File: src/rtl/ranger_pkg.sv
// rtl/ranger_pkg.sv - shared direction encodings, FSM states and playfield limits
package ranger_pkg;

  localparam logic [3:0] DIR_UP    = 4'b1000;
  localparam logic [3:0] DIR_DOWN  = 4'b0100;
  localparam logic [3:0] DIR_LEFT  = 4'b0010;
  localparam logic [3:0] DIR_RIGHT = 4'b0001;
  localparam logic [3:0] DIR_NONE  = 4'b0000;

  typedef enum logic [1:0] {
    ST_IDLE   = 2'd0,
    ST_PLAYER = 2'd1,
    ST_AUTO   = 2'd2
  } state_t;

  // Step size and playfield limits shared with the sprite mover
  localparam int PF_STEP  = 5;
  localparam int PF_H_MIN = 0;
  localparam int PF_H_MAX = 630;
  localparam int PF_V_MIN = 0;
  localparam int PF_V_MAX = 470;

  // True when exactly one of the four direction bits is set
  function automatic logic dir_onehot(input logic [3:0] d);
    return (d == DIR_UP) || (d == DIR_DOWN) || (d == DIR_LEFT) || (d == DIR_RIGHT);
  endfunction

endpackage

File: src/rtl/tick_gen.sv
// rtl/tick_gen.sv - free-running divider producing a one-cycle tick every DIV clocks
module tick_gen #(
  parameter int DIV = 833333
) (
  input  logic clk,
  input  logic rst_n,
  output logic tick
);

  localparam int W = (DIV > 1) ? $clog2(DIV) : 1;
  localparam logic [W-1:0] LAST = W'(DIV - 1);

  logic [W-1:0] cnt;

  // Count 0..DIV-1 and wrap
  always_ff @(posedge clk or negedge rst_n) begin
    if (!rst_n) begin
      cnt <= '0;
    end else if (cnt == LAST) begin
      cnt <= '0;
    end else begin
      cnt <= cnt + W'(1);
    end
  end

  assign tick = (cnt == LAST);

endmodule

File: src/rtl/ranger_move_ctrl.sv
// rtl/ranger_move_ctrl.sv - tick-paced move arbiter between player buttons and autopilot
module ranger_move_ctrl
  import ranger_pkg::*;
#(
  parameter int STEP       = PF_STEP,
  parameter int TICK_DIV   = 833333,
  parameter int HOLD_TICKS = 8,
  parameter int H_MIN      = PF_H_MIN,
  parameter int H_MAX      = PF_H_MAX,
  parameter int V_MIN      = PF_V_MIN,
  parameter int V_MAX      = PF_V_MAX
) (
  input  logic        clk,
  input  logic        rst_n,
  input  logic [3:0]  btn,
  input  logic [3:0]  auto_dir,
  input  logic        auto_valid,
  output logic        auto_ready,
  input  logic [19:0] position,
  output logic [3:0]  move,
  output logic        owner,
  output logic        blocked
);

  localparam int HW = (HOLD_TICKS > 1) ? $clog2(HOLD_TICKS + 1) : 1;
  localparam logic [HW-1:0] HOLD_LAST = HW'(HOLD_TICKS);

  // 11-bit limits so position + STEP never wraps
  localparam logic [10:0] STEP11  = 11'(STEP);
  localparam logic [10:0] UP_LIM  = 11'(V_MIN + STEP);
  localparam logic [10:0] DN_LIM  = 11'(V_MAX);
  localparam logic [10:0] LT_LIM  = 11'(H_MIN + STEP);
  localparam logic [10:0] RT_LIM  = 11'(H_MAX);

  logic          tick;
  state_t        state, next_state;
  logic [HW-1:0] idle_cnt, idle_next;
  logic [3:0]    player_dir, auto_sel, sel;
  logic          sel_blocked;
  logic [10:0]   hpos, vpos;

  tick_gen #(.DIV(TICK_DIV)) u_tick (
    .clk   (clk),
    .rst_n (rst_n),
    .tick  (tick)
  );

  assign hpos = {1'b0, position[19:10]};
  assign vpos = {1'b0, position[9:0]};

  // Player request reduced to one-hot, up > down > left > right
  always_comb begin
    player_dir = DIR_NONE;
    if (btn[3])      player_dir = DIR_UP;
    else if (btn[2]) player_dir = DIR_DOWN;
    else if (btn[1]) player_dir = DIR_LEFT;
    else if (btn[0]) player_dir = DIR_RIGHT;
  end

  // Malformed autopilot offers still get consumed but never move the sprite
  assign auto_sel = dir_onehot(auto_dir) ? auto_dir : DIR_NONE;

  // Next state, idle hold counter, selected direction and autopilot handshake
  always_comb begin
    next_state = state;
    idle_next  = idle_cnt;
    sel        = DIR_NONE;
    auto_ready = 1'b0;
    if (tick) begin
      case (state)
        ST_IDLE: begin
          if (player_dir != DIR_NONE) begin
            next_state = ST_PLAYER;
            sel        = player_dir;
            idle_next  = '0;
          end else if (auto_valid) begin
            next_state = ST_AUTO;
            sel        = auto_sel;
            auto_ready = 1'b1;
          end
        end
        ST_PLAYER: begin
          if (player_dir != DIR_NONE) begin
            sel       = player_dir;
            idle_next = '0;
          end else if (idle_cnt + HW'(1) >= HOLD_LAST) begin
            next_state = ST_IDLE;
            idle_next  = '0;
          end else begin
            idle_next = idle_cnt + HW'(1);
          end
        end
        ST_AUTO: begin
          if (player_dir != DIR_NONE) begin
            next_state = ST_PLAYER;
            sel        = player_dir;
            idle_next  = '0;
          end else if (auto_valid) begin
            sel        = auto_sel;
            auto_ready = 1'b1;
          end else begin
            next_state = ST_IDLE;
          end
        end
        default: begin
          next_state = ST_IDLE;
          idle_next  = '0;
        end
      endcase
    end
  end

  // Suppress any step that would carry the sprite past a playfield edge
  always_comb begin
    sel_blocked = 1'b0;
    case (sel)
      DIR_UP:    sel_blocked = (vpos < UP_LIM);
      DIR_DOWN:  sel_blocked = (vpos + STEP11 > DN_LIM);
      DIR_LEFT:  sel_blocked = (hpos < LT_LIM);
      DIR_RIGHT: sel_blocked = (hpos + STEP11 > RT_LIM);
      default:   sel_blocked = 1'b0;
    endcase
  end

  // State and idle counter registers
  always_ff @(posedge clk or negedge rst_n) begin
    if (!rst_n) begin
      state    <= ST_IDLE;
      idle_cnt <= '0;
    end else begin
      state    <= next_state;
      idle_cnt <= idle_next;
    end
  end

  // Registered command outputs; move and blocked are single-cycle pulses
  always_ff @(posedge clk or negedge rst_n) begin
    if (!rst_n) begin
      move    <= DIR_NONE;
      blocked <= 1'b0;
      owner   <= 1'b0;
    end else if (tick) begin
      move    <= sel_blocked ? DIR_NONE : sel;
      blocked <= sel_blocked;
      owner   <= (next_state == ST_AUTO);
    end else begin
      move    <= DIR_NONE;
      blocked <= 1'b0;
    end
  end

endmodule

File: config.mk
export PLATFORM = sky130hd
export DESIGN_NAME = ranger_move_ctrl
export DESIGN_NICKNAME = d
export VERILOG_FILES = /design/src/rtl/ranger_pkg.sv /design/src/rtl/tick_gen.sv /design/src/rtl/ranger_move_ctrl.sv
export SDC_FILE = /design/constraint.sdc
export NUM_CORES = 1
export LEC_CHECK = 0
export ABC_AREA = 1
export CAP_MARGIN = 20
export CORE_MARGIN = 2
export CORE_UTILIZATION = 49
export CTS_CLUSTER_SIZE = 30
export DETAILED_ROUTE_END_ITERATION = 12
export PLACE_DENSITY = 0.85
export SKIP_CTS_REPAIR_TIMING = 1
export SYNTH_ARGS = -nofsm -noshare
export SYNTH_HDL_FRONTEND = slang
export SYNTH_SLANG_ARGS = --single-unit
export TNS_END_PERCENT = 5
File: constraint.sdc
create_clock -name clk -period 1.6 [get_ports clk]
set_input_delay 0.32 -clock clk [delete_from_list [all_inputs] [get_ports clk]]
set_output_delay 0.32 -clock clk [all_outputs]
set_load 0.03 [all_outputs]
# After elaboration in Yosys (flattened, before gate mapping)
# Cells that the tools add are included.
# Widths: inputs -> output; s select.
dict set report op_classes {
  n_reduce_logical 7
  n_addsub 4
  eq_ne 13
  magnitude_cmp 5
  mux 31
}
# cell count
set ops {}
lappend ops {{$mux 4} 11}
lappend ops {{$add 10x3->11 const B} 2}
lappend ops {{$add 20x1->20 const B} 1}
lappend ops {{$eq 20x20->1 const B} 1}
lappend ops {{$lt 10x3->1 const B} 2}
lappend ops {{$mux 20} 1}
lappend ops {{$mux 2} 8}
lappend ops {{$pmux 4 s2} 2}
lappend ops {{$gt 11x10->1 const B} 1}
lappend ops {{$gt 11x9->1 const B} 1}
lappend ops {{$eq 4x1->1 const B} 2}
lappend ops {{$eq 4x2->1 const B} 2}
lappend ops {{$eq 4x3->1 const B} 2}
lappend ops {{$eq 4x4->1 const B} 2}
lappend ops {{$mux 1} 6}
lappend ops {{$pmux 2 s3} 1}
lappend ops {{$add 4x1->4 const B} 1}
lappend ops {{$eq 2x2->1 const B} 2}
lappend ops {{$ge 4x4->1 const B} 1}
lappend ops {{$pmux 1 s4} 1}
lappend ops {{$reduce_bool 4->1} 1}
lappend ops {{$logic_or 1x1->1} 3}
lappend ops {{$mux 3} 1}
lappend ops {{$eq 2x1->1 const B} 1}
lappend ops {{other kinds (4)} 4}
dict set report totals {
  word_cells 66
  output_inout_bits 7
  regBits 32
}

# Longest topological paths before layout
dict set report depth {
  ltp_word 13
  ltp_mapped 15
}

# By module
# Synthesis repeated with hierarchy kept, for this count alone.
dict set report hier_totals {
  cells_unflattened 388
  area_unflattened_um2 2561.2
}
# module area_per_inst_um2 cells_each n_inst
set modules_own_cells {}
lappend modules_own_cells {ranger_move_ctrl 1353.8 227 1}
lappend modules_own_cells {tick_gen 1207.4 161 1}

# Worst setup path before layout
# OpenSTA, ideal clock, no wires.
dict set report synth_timing {
  path_kind {flip-flop to flip-flop}
  start {reg u_tick.cnt[0]}
  end {reg move[0]}
  path_stages_with_launch 12
  slack_ns -0.128
  setup_ns 0.120
  t_arrival_ns 1.607
  n_path_buf 0
  required_ns 1.480
  path_cell_list {dfrtp_1 > inv_1 > ha_1 > nand2_1 > nor3_1 > nand2_2 > nor2_4 > nand3_1 > nand2_1 > nand2_1 > nand2_2 > nor3_1}
}
dict set report synth_via {
  elab_chain_cells 6
  word_cells_on_any_way 9
}
# item line_no
set synth_rtl {}
lappend synth_rtl {{from (decl)} tick_gen.sv:13} ;# logic [W-1:0] cnt;
lappend synth_rtl {{from (signal assigned)} tick_gen.sv:22} ;# cnt <= cnt + W'(1);
lappend synth_rtl {{$eq 20x20->1 (*)} tick_gen.sv:26} ;# assign tick = (cnt == LAST);
lappend synth_rtl {{$mux 4} ranger_move_ctrl.sv:69} ;# if (tick) begin
lappend synth_rtl {{$eq 4x1->1, or another cell as far along} ranger_move_ctrl.sv:116} ;# case (sel)
lappend synth_rtl {{$pmux 1 s4} ranger_move_ctrl.sv:116}
lappend synth_rtl {{$mux 4} ranger_move_ctrl.sv:143} ;# move <= sel_blocked ? DIR_NONE : sel;
lappend synth_rtl {{$mux 4 (*)} ranger_move_ctrl.sv:142} ;# end else if (tick) begin
lappend synth_rtl {{to (signal assigned)} ranger_move_ctrl.sv:143}
lappend synth_rtl {{to (decl)} ranger_move_ctrl.sv:20} ;# output logic [3:0] move,
# Every way passes the cells marked *; elsewhere a longest branch is shown, timed or not.
# A chain may end at the register's enable or synchronous reset.

# Final worst setup path
dict set report layout_timing {
  start {reg u_tick.cnt[0]}
  end {out auto_ready}
}
dict set report layout_via {
  elab_chain_cells 2
}
# item line_no
set layout_rtl {}
lappend layout_rtl {{$eq 20x20->1} tick_gen.sv:26}
lappend layout_rtl {{$mux 1} ranger_move_ctrl.sv:69}
lappend layout_rtl {{to (decl)} ranger_move_ctrl.sv:18} ;# output logic auto_ready,
# Every way passes these cells.

==> results by group <==
Timing
  • Slew Viols, Final: 0
  • Rel. slew slack: 73.47%
  • Setup_tns: -1.416 ns
  • Worst-margin pin slew: roughly 0.4 ns
  • Final Cycle Share: 117.2%
  • Hold Vio Cnt, Final: 0
  • Worst setup margin: -0.2745 ns
  • Crit path time final: between 1.5 and 2 ns
  • Max frequency: approximately 530 MHz
  • Final setup fails: 14
  • RSZ-0062 raised after global routing: yes
  • Setup Skew: 0.005515 ns

Route
  • Drt pass-1 iters: 5
  • WL final: between 6000 and 7000 um
  • Post-DRT Antenna Nets: 0
  • DR vias: between 2000 and 3000
  • Initial drt markers: 201
  • Residual DRC: 0
  • DR WL/cell: 12.10 um
  • Vias per std cell: between 5 and 6

Final layout
  • Commonest non-fill, non-tap cell in the layout: nand2_1
  • Fillers: 382
  • Fin cells: approximately 550
  • Layout area overhead: 46.83%
  • Final nets: around 520
  • Layout cell share with drive strength beyond 1: 26.99%
  • Ant diodes: 0
  • Final core occ: 73.38%
  • Most frequent cells in the layout: 85 x nand2_1, 68 x buf_4, 58 x inv_1, 35 x nor2_1, 31 x dfrtp_1

Die
  • Core ar.: 5010 um^2
  • Rows: 26
  • Starting Density: 49.98%
  • Ports: 38
  • Die area: around 5700 um^2
  • Die Ht: 75.48 um
  • Die width: approximately 75 um

Worst setup path
  • Cell repeated most along the worst path: nand2_2
  • R2r setup slk: -0.18 ns
  • Crit end category: output pin
  • Crit-path max FO: 5
  • Crit path cell chain: inv_2 > ha_4 > nand2_2 > nor3_2 > nand2_2 > nor2_4 > buf_6
  • Critical path class: register to output pin
  • Critical R2R Capture: move[3]
  • Worst Path Buf+Inv: 2
  • Critical Path AT: ~1.6 ns
  • Cells on worst reg2reg path: 11
  • Slowest-stage cell, CP: dfrtp_1
  • Delay-heaviest family, CP: simple AND/OR/NAND/NOR gates
  • Worst path max stage delay: ~0.42 ns
  • WP data required: 1.28 ns
  • Startpoint types: register
  • Worst r2r src: u_tick.cnt[0]

Yosys
  • Synthesized Nets: 409
  • Unique masters post-synth: 30
  • Largest cells by area after synthesis: dfrtp_1 32%, nand2_1 14%, inv_1 9.6%, nand3_1 6.2%, nor2_1 5.4%
  • Yosys warning total: 0
  • Synth top area share: between 30% and 40%
  • Seq/Total Area, Yosys: 31.98%
  • Syn Inst Count: roughly 370
  • Post-synthesis cell area: ~2500 um^2
  • Synthesis-stage register bit count: 32
  • Yosys top cell by area: dfrtp_1
  • Synthesized area per cell: about 6.8 um^2

Pwr
  • Pwr/cell area: a little over 500 nW/um^2
  • Overall power: between 1.5 and 2 mW
  • Leak pwr: approximately 2.0 nW
  • Peak VDD IR: 371.6 uV

GRT
  • GRT Total Usage: between 20% and 30%
  • First-pass GRT wire length: about 11000 um
  • Grt total ovfl: 0
  • Vias in the first global route: between 2000 and 3000
  • Pin count of the biggest net entering global routing: 33
  • Initial antenna violation count: 0

Place
  • Setup WS pre-CTS: -0.6435 ns
  • Post-DP HPWL: around 5300 um
  • Port Buffers: 37
  • Routability cong.: about 0.93
  • Placed cells: 533

CTS
  • CTS Sinks: 32
  • Clock Pin Slew Worst Setup and Hold Paths: ~0.070 ns
  • Clock Path Buffers: 2
  • Clock Latency Late Sink: ~0.30 ns
  • CTS tree: built
  • H-tree lvl count: 2
  • Clock Root Buffer: clkbuf_8
  • CTS Buf Count: 5

Hold path
  • HP Class: input port to async pin

Run status
  • Failing checks: negative setup slack
  • Status: complete, but fails checks

Job
  • Max-Cap Viols: 0
## sequential cells by signal, indices dropped and copies added, names as in the netlist
register,flops
move,4
blocked,1
idle_cnt,4
u_tick.cnt,20
state,2
owner,1
## metrics by stage
step	hold slack [ns]	cell area (um^2)
6_report	0.4127	3676
5_1_grt	0.4559	3676
4_1_cts	0.4229	3533
3_5_place_dp	0.4808	3422
3_3_place_gp	0.4634	3422
2_1_floorplan	0.02441	2534
## worst max-delay path by stage
| stage | startpoint | end | slack [ns] | cells after the start |
|---|---|---|---|---|
| floorplan | u_tick.cnt[3] | move[0] | -0.01 | 10 |
| CTS | u_tick.cnt[0] | auto_ready | -0.35 | 7 |
| detailed placement | position[10] | move[0] | -0.64 | 14 |
| finish | u_tick.cnt[0] | auto_ready | -0.27 | 7 |
| global route | u_tick.cnt[0] | auto_ready | -0.36 | 7 |
| global placement | position[10] | move[0] | -0.51 | 14 |
## synth_stat cells
master and number:
inv_1 64, nand4_1 14, o2111a_1 1, nor2_1 36, nor2_2 7, dfrtp_1 32, ha_1 9, o21ai_0 11
nand3_4 1, buf_4 1, buf_2 3, o21a_1 1, o221a_2 1, xor2_1 8, nor4_2 1, o41ai_1 1
nand3_2 3, nor2_4 4, a21oi_1 15, nor4_1 6, or2_2 1, xnor2_1 1, nand2_2 5, a21oi_2 1
o21ai_1 2, nor3_1 8, nor3_2 4, nand3b_1 4, nand2_1 93, nand3_1 31
## final cells by class
class,instances,area [um^2],share of cell area (%)
multi-input combinational,269,1521,41.39
timing repair buffer,105,909.6,24.74
sequential,32,802.0,21.82
inverter,64,244.0,6.637
tap,70,87.58,2.383
clock buffer,5,68.82,1.872
clock inverter,3,42.54,1.157
## logic make-up after synthesis
| kind of cell | synth area share [%] |
|---|---|
| buffers and inverters | 10.49 |
| AND/OR/NAND/NOR | 42.38 |
| flip-flops | 31.98 |
| adder cells (fa/ha/maj) | 4.498 |
| XOR/XNOR | 3.149 |
| AO/OA/AOI/OAI | 7.496 |
## routing by layer
| layer | global-route usage (%) | share of wire [%] |
|---|---|---|
| met4 | 8.187 | 1.6 |
| met1 | 26.99 | 41 |
| met2 | 45.70 | 53 |
| met3 | 5.423 | 4.4 |
| met5 | 0 | 0 |
## power by group
| part | internal (mW) | total [mW] | switching [mW] |
|---|---|---|---|
| Sequential | 0.809 | 0.809 | 0 |
| Combinational | 0.163 | 0.313 | 0.151 |
| Clock | 0.460 | 0.786 | 0.326 |
| Total | 1.43 | 1.91 | 0.477 |
(Power assumes the default switching activity.)
